### src/rtl/if_fetch.sv
// Instruction-fetch stage: single-outstanding-request fetch FSM feeding the IF/ID register.
// Optional stall counter output stallCount is enabled by defining IF_FETCH_PERF_EN.
module if_fetch #(
    parameter logic [31:0] RESET_PC = 32'h0000_0000
) (
    input  logic        clk,
    input  logic        reset,
    input  logic        freeze,
    input  logic        redirect,
    input  logic [31:0] redirectPC,
    output logic        memReq,
    output logic [31:0] memAddr,
    input  logic        memAck,
    input  logic [31:0] memData,
    output logic [31:0] PCOut,
    output logic [31:0] instOut,
    output logic        ifidFlush,
`ifdef IF_FETCH_PERF_EN
    output logic        ifidFreeze,
    output logic [31:0] stallCount
`else
    output logic        ifidFreeze
`endif
);

    typedef enum logic [1:0] {
        FETCH,
        HOLD,
        DRAIN
    } state_e;

    state_e      state_q, state_d;
    logic [31:0] pc_q, pc_d;
    logic        req_q, req_d;
    logic [31:0] addr_q, addr_d;
    logic [31:0] hold_inst_q, hold_inst_d;
    logic [31:0] hold_pc_q, hold_pc_d;

    logic [31:0] target;
    logic [31:0] addr_inc;
    logic        ack_v;
    logic        flush;
    logic [31:0] pc_out;
    logic [31:0] inst_out;

    assign target   = redirectPC & 32'hFFFF_FFFC;
    assign addr_inc = addr_q + 32'd4;
    // An ack with no request outstanding (e.g. left over from before reset) is ignored.
    assign ack_v    = req_q & memAck;

    always_comb begin
        state_d     = state_q;
        pc_d        = pc_q;
        req_d       = req_q;
        addr_d      = addr_q;
        hold_inst_d = hold_inst_q;
        hold_pc_d   = hold_pc_q;
        flush       = 1'b1;
        inst_out    = hold_inst_q;
        pc_out      = hold_pc_q;

        case (state_q)
            FETCH: begin
                if (redirect) begin
                    pc_d = target;
                    if (ack_v || !req_q) begin
                        req_d  = 1'b1;
                        addr_d = target;
                    end else begin
                        state_d = DRAIN;
                    end
                end else if (!req_q) begin
                    req_d  = 1'b1;
                    addr_d = pc_q;
                end else if (ack_v) begin
                    flush    = 1'b0;
                    inst_out = memData;
                    pc_out   = addr_inc;
                    pc_d     = addr_inc;
                    if (freeze) begin
                        hold_inst_d = memData;
                        hold_pc_d   = addr_inc;
                        req_d       = 1'b0;
                        state_d     = HOLD;
                    end else begin
                        addr_d = addr_inc;
                    end
                end
            end
            HOLD: begin
                if (redirect) begin
                    pc_d    = target;
                    req_d   = 1'b1;
                    addr_d  = target;
                    state_d = FETCH;
                end else begin
                    flush = 1'b0;
                    if (!freeze) begin
                        req_d   = 1'b1;
                        addr_d  = pc_q;
                        state_d = FETCH;
                    end
                end
            end
            DRAIN: begin
                // The stale response is dropped; pc_q holds the latest redirect target.
                if (redirect) begin
                    pc_d = target;
                end
                if (ack_v) begin
                    req_d   = 1'b1;
                    addr_d  = redirect ? target : pc_q;
                    state_d = FETCH;
                end
            end
            default: begin
                state_d = FETCH;
            end
        endcase

        if (reset) begin
            flush    = 1'b1;
            inst_out = '0;
            pc_out   = '0;
        end
    end

    always_ff @(posedge clk) begin
        if (reset) begin
            state_q     <= FETCH;
            pc_q        <= RESET_PC;
            req_q       <= 1'b0;
            addr_q      <= RESET_PC;
            hold_inst_q <= '0;
            hold_pc_q   <= '0;
        end else begin
            state_q     <= state_d;
            pc_q        <= pc_d;
            req_q       <= req_d;
            addr_q      <= addr_d;
            hold_inst_q <= hold_inst_d;
            hold_pc_q   <= hold_pc_d;
        end
    end

    assign memReq     = req_q;
    assign memAddr    = addr_q;
    assign PCOut      = pc_out;
    assign instOut    = inst_out;
    assign ifidFlush  = flush;
    assign ifidFreeze = freeze;

`ifdef IF_FETCH_PERF_EN
    logic [31:0] stall_q;

    always_ff @(posedge clk) begin
        if (reset) begin
            stall_q <= '0;
        end else if ((flush || freeze) && (stall_q != '1)) begin
            stall_q <= stall_q + 32'd1;
        end
    end

    assign stallCount = stall_q;
`endif

endmodule

### config.mk
export PLATFORM = sky130hd
export DESIGN_NAME = if_fetch
export DESIGN_NICKNAME = d
export VERILOG_FILES = /design/src/rtl/if_fetch.sv
export SDC_FILE = /design/constraint.sdc
export NUM_CORES = 1
export LEC_CHECK = 0
export CELL_PAD_IN_SITES_DETAIL_PLACEMENT = 1
export CELL_PAD_IN_SITES_GLOBAL_PLACEMENT = 1
export CORE_ASPECT_RATIO = 1.2
export CORE_MARGIN = 2
export CORE_UTILIZATION = 39
export DETAILED_ROUTE_END_ITERATION = 7
export PLACE_DENSITY = 0.91
export REMOVE_ABC_BUFFERS = 1
export SLEW_MARGIN = 20
export SYNTH_ARGS = -nofsm -noshare
export SYNTH_HDL_FRONTEND = slang
export SYNTH_SLANG_ARGS = --single-unit
### constraint.sdc
create_clock -name clk -period 6.1 [get_ports clk]
set_input_delay 0.915 -clock clk [delete_from_list [all_inputs] [get_ports clk]]
set_output_delay 0.915 -clock clk [all_outputs]
set_load 0.02 [all_outputs]
# After elaboration in Yosys (flattened, before gate mapping)

Cells that the tools add are included.

Flip-flop bits (word level): 131
Output and inout port bits: 99

$add $sub $neg: 1
Eq/ne operators: 11
Mux-type cells: 48
Bitwise logic cells: 2
Reduce and logical (&&, ||, !) cells: 11

Operator list:

| cell                    | number |
|---|---|
| $mux W32                | 22 |
| $pmux W32 S3            | 1 |
| $pmux W32 S2            | 1 |
| $add A32 B3 Y32 const B | 1 |
| $ne A3 B3 Y1 const B    | 6 |
| $mux W2                 | 8 |
| $mux W1                 | 13 |
| $reduce_and A6 Y1       | 2 |
| $ne A4 B4 Y1 const B    | 2 |
| $pmux W2 S3             | 1 |
| $reduce_and A5 Y1       | 1 |
| $reduce_and A4 Y1       | 1 |
| $pmux W1 S3             | 1 |
| $reduce_and A3 Y1       | 1 |
| $reduce_bool A3 Y1      | 1 |
| $eq A2 B1 Y1 const B    | 1 |
| $eq A2 B2 Y1 const B    | 1 |
| $logic_not A2 Y1        | 1 |
| $ne A2 B2 Y1 const B    | 1 |
| $pmux W1 S2             | 1 |
| $reduce_bool A2 Y1      | 1 |
| $reduce_or A2 Y1        | 1 |
| $and A1 B1 Y1           | 1 |
| $logic_not A1 Y1        | 1 |
| 2 further kinds         | 2 |

# Logic depth before layout (Yosys ltp)

Word-level depth: 6
Depth in mapped cells: 11
Gate-level depth less buffers: 7

# Least setup slack after synthesis

No wires, ideal clock.

Path kind: input -> output
From: input redirect
To: output PCOut[10]
Arrival: 2,347 ps
Data required time: 5,185 ps
Setup slack: 2,838 ps
Stages: 5
Buffers on the path: 2
Cell sequence: and4b_1 > clkbuf_1 > clkbuf_1 > nor2_1 > a211oi_1

Longest elaborated chain between the ends: 3

Ends and longest elaborated chain:

| element     | RTL line | text |
|---|---|---|
| from (decl) | 9        | `input logic redirect,` |
| $mux W32    | 64       | `if (redirect) begin` |
| $mux W32    | 62       | `case (state_q)` |
| $mux W32    | 121      | `if (reset) begin` |
| to (decl)   | 15       | `output logic [31:0] PCOut,` |

Every way passes these cells.

# Worst setup path after layout

From: register addr_q[2], in the netlist memAddr[2]
To: output PCOut[31]

Longest elaborated chain between the ends: 6

Ends and longest elaborated chain:

| element                | RTL line | text |
|---|---|---|
| from (decl)            | 35       | `logic [31:0] addr_q, addr_d;` |
| from (signal assigned) | 140      | `addr_q <= addr_d;` |
| $add A32 B3 Y32        | 47       | `assign addr_inc = addr_q + 32'd4;` |
| $mux W32               | 75       | `end else if (ack_v) begin` |
| $mux W32               | 72       | `end else if (!req_q) begin` |
| $mux W32               | 64       |  |
| $mux W32               | 62       |  |
| $mux W32               | 121      |  |

Every way passes these cells.

==> out/metrics.cfg <==
[routing]
ant_nets = 0
vias = 7765
first_pass_iters = 5
wl_per_cell_um = 19.1
drt_iter0_drc = 413
wl_mm = 25.3
drc = 0
post_drt_via_cell_ratio = 5.86

[layout]
drive_above_1_share_pct = 6.55
area_growth_pct = 31.7
n_antenna_cell = 0
nNetsFinal = 1161
finalNonFillerCells = 1324

[die]
core_um2 = 18200
rows = 54
fp.dieW_um = 128
initial_utilization_pct = 39.7
io_pins = 168
die_area_um2 = 19600
die_h_um = 153

[timing]
setup_viol = 0
worst_pin_slew_ps = 1070
fmax_mhz = 227
rsz0062_at_grt = no
finalHoldViolCount = 0
maxSlewHeadroom_pct = 28.7
finalMaxSlewViolations = 0
period_needed_ps = 4410
fin_crit_sh_pct = 72.3
tns_ps = 0
fin_skew_ps = 6.82

[pwr]
powerDensity_nw_per_um2 = 321
p_leak_nw = 3.23
ir_worst_vdd_mv = 0.220

[global_route]
antenna_found_initial = 0
grt_pass1_wl_mm = 40.4
grt_start_max_net_pins = 92
grt-ovfl-total = 0
grt_pass1_vias = 7737
grt_usage_pct = 25.5

[clock_tree]
root_buffer = clkbuf_16
cts.path.max_buffers = 2
clk_pin_slew_ps = 60
htree_levels = 4
clkLatencyLatePin_ps = 420
numCtsBuffers = 17
post_cts.repair.setup_buffers = 0
cts_sinks = 131
cts_hold_buf = 0
cts_resized = 0
cts_tree = built

[placed_design]
port-buffer-count = 165
dp_hpwl_mm = 16.3
dp.cells = 1292
gp_congestion = 0.836

[setup_path]
crit_family = simple AND/OR/NAND/NOR gates
path_buf_inv = 1
cp_slowest_cell = nor4_4
start_kind = flip-flop
cp.arrival_ps = 3500
crit_required_ps = 5180
critical_path_class = flip-flop to primary output
critPathMaxFanout = 13
crit_path_end_kind = primary output
cpPeakStageDelay_ps = 700
cp_cell_sequence = nand4_1, nor4_4, and4_1, xnor2_1, a21oi_1, clkdlybuf4s50_1

[logic_synthesis]
ys_seq_area_share_pct = 36.3
synthArstFlopShare_pct = 0
yosys_register_bits = 131
yosys_warnings = 0
synthesis.area_um2 = 7220
synth.distinct_cells = 62
syn_avg_cell_area_um2 = 7.36
synth-main-ff-cell = dfxtp_1
synth_enable_flop_cells = 0
synthCells = 981

[worst_hold_path]
worstHoldPathType = flip-flop to flip-flop

[flow_run]
cap_violations = 0

[run_status]
status = finished, final reports clean

==> kinds of logic after synthesis <==
kind of cell / share of synthesized area, %
DFF: 36.3
buffers and inverters: 5.91
and+or+nand+nor: 22.8
AOI/OAI and AO/OA: 30.6
muxes: 0.156
adders and majority gates: 0.866
xor gates and xnor gates: 3.40
==> through the flow <==
step	util (%)	setup slack (ps)	hold WS (ps)	cell area [µm²]	total power [W]
2_1_floorplan	-	1240	431	6840	0.00154
3_3_place_gp	48.8	1830	442	8870	0.00190
3_5_place_dp	48.8	1720	447	8870	0.00194
4_1_cts	52.3	1710	456	9510	0.00306
5_1_grt	52.3	1560	479	9510	0.00320
6_report	52.3	1690	455	9510	0.00305
==> cells in the final DEF (no fill, tap or decap), types with 8 or more instances in the layout <==
| cell | instances |
|---|---|
| nand2_1 | 195 |
| nand3_1 | 18 |
| a21o_1 | 8 |
| dfxtp_1 | 131 |
| xor2_1 | 11 |
| and4_1 | 10 |
| clkdlybuf4s50_1 | 163 |
| o21ai_0 | 70 |
| a21oi_1 | 127 |
| nor2_1 | 85 |
| o22ai_1 | 19 |
| a31oi_1 | 17 |
| clkbuf_16 | 17 |
| a22oi_1 | 15 |
| buf_4 | 12 |
| a211oi_1 | 42 |
| xnor2_1 | 17 |
| inv_1 | 11 |
| o32ai_1 | 8 |
==> tightest hold or removal path, stage by stage (launching register included) <==
cell     delay [ps]
dfxtp_1         310
nand2_1          50
a21oi_1          50
==> cells in the mapped netlist, drive strengths merged, types with 5 or more instances <==
cell,instances,area (µm²)
xor2,11,96.3
and3,7,43.8
inv,11,41.3
a31oi,18,119
a21o,8,60.1
o211a,7,70.1
o22ai,19,119
o32ai,8,70.1
a22oi,15,113
dfxtp,131,2620
a211oi,49,403
ha,5,62.6
nand2,195,732
and2,8,50.1
o31a,5,43.8
clkbuf,63,236
a21oi,128,644
o21ai,74,370
nand4,8,86.3
nand3,20,118
nor2,87,332
buf,27,149
and4,10,87.6
nor3,6,30.0
nand2b,7,43.8
xnor2,17,149
==> metal layers <==
layer  vias up  wire [µm]  GRT usage [%]
met2       258      12600           44.1
met4         0        448           8.22
met3        36       1430           4.66
met5         -          0              0
li1       3704          -              -
met1      3767      10900           32.0
==> sequential cells by signal, indices dropped and copies added (netlist names) <==
signal	cells
hold_inst_q	32
hold_pc_q	32
memAddr	32
memReq	1
pc_q	32
state_q	2
==> where the power goes <==
group | internal, W | switching, W | total, W
combinational | 0.000332 | 0.000530 | 0.000862
sequential | 0.000955 | 0.000119 | 0.00107
clock | 0.000724 | 0.000389 | 0.00111
==> worst paths after layout <==
| check | from | endpoint | slack (ps) | cells past startpoint |
|---|---|---|---|---|
| setup / recovery | memAddr[2] | PCOut[31] | 1690 | 6 |
| hold reg to reg | hold_inst_q[9] | hold_inst_q[9] | 450 | 2 |
| setup reg to reg | state_q[0] | pc_q[21] | 2780 | 5 |
| hold / removal | hold_inst_q[9] | hold_inst_q[9] | 450 | 2 |
==> cell type report <==
class	count	area (µm²)
Clock buffer	22	484
Fill cell	2221	8670
Multi-Input combinational cell	749	4180
Inverter	11	41.3
Clock inverter	10	153
Sequential cell	131	2620
Timing Repair Buffer	177	1750
Tap cell	224	280
Power figures use the tool's default switching activity.
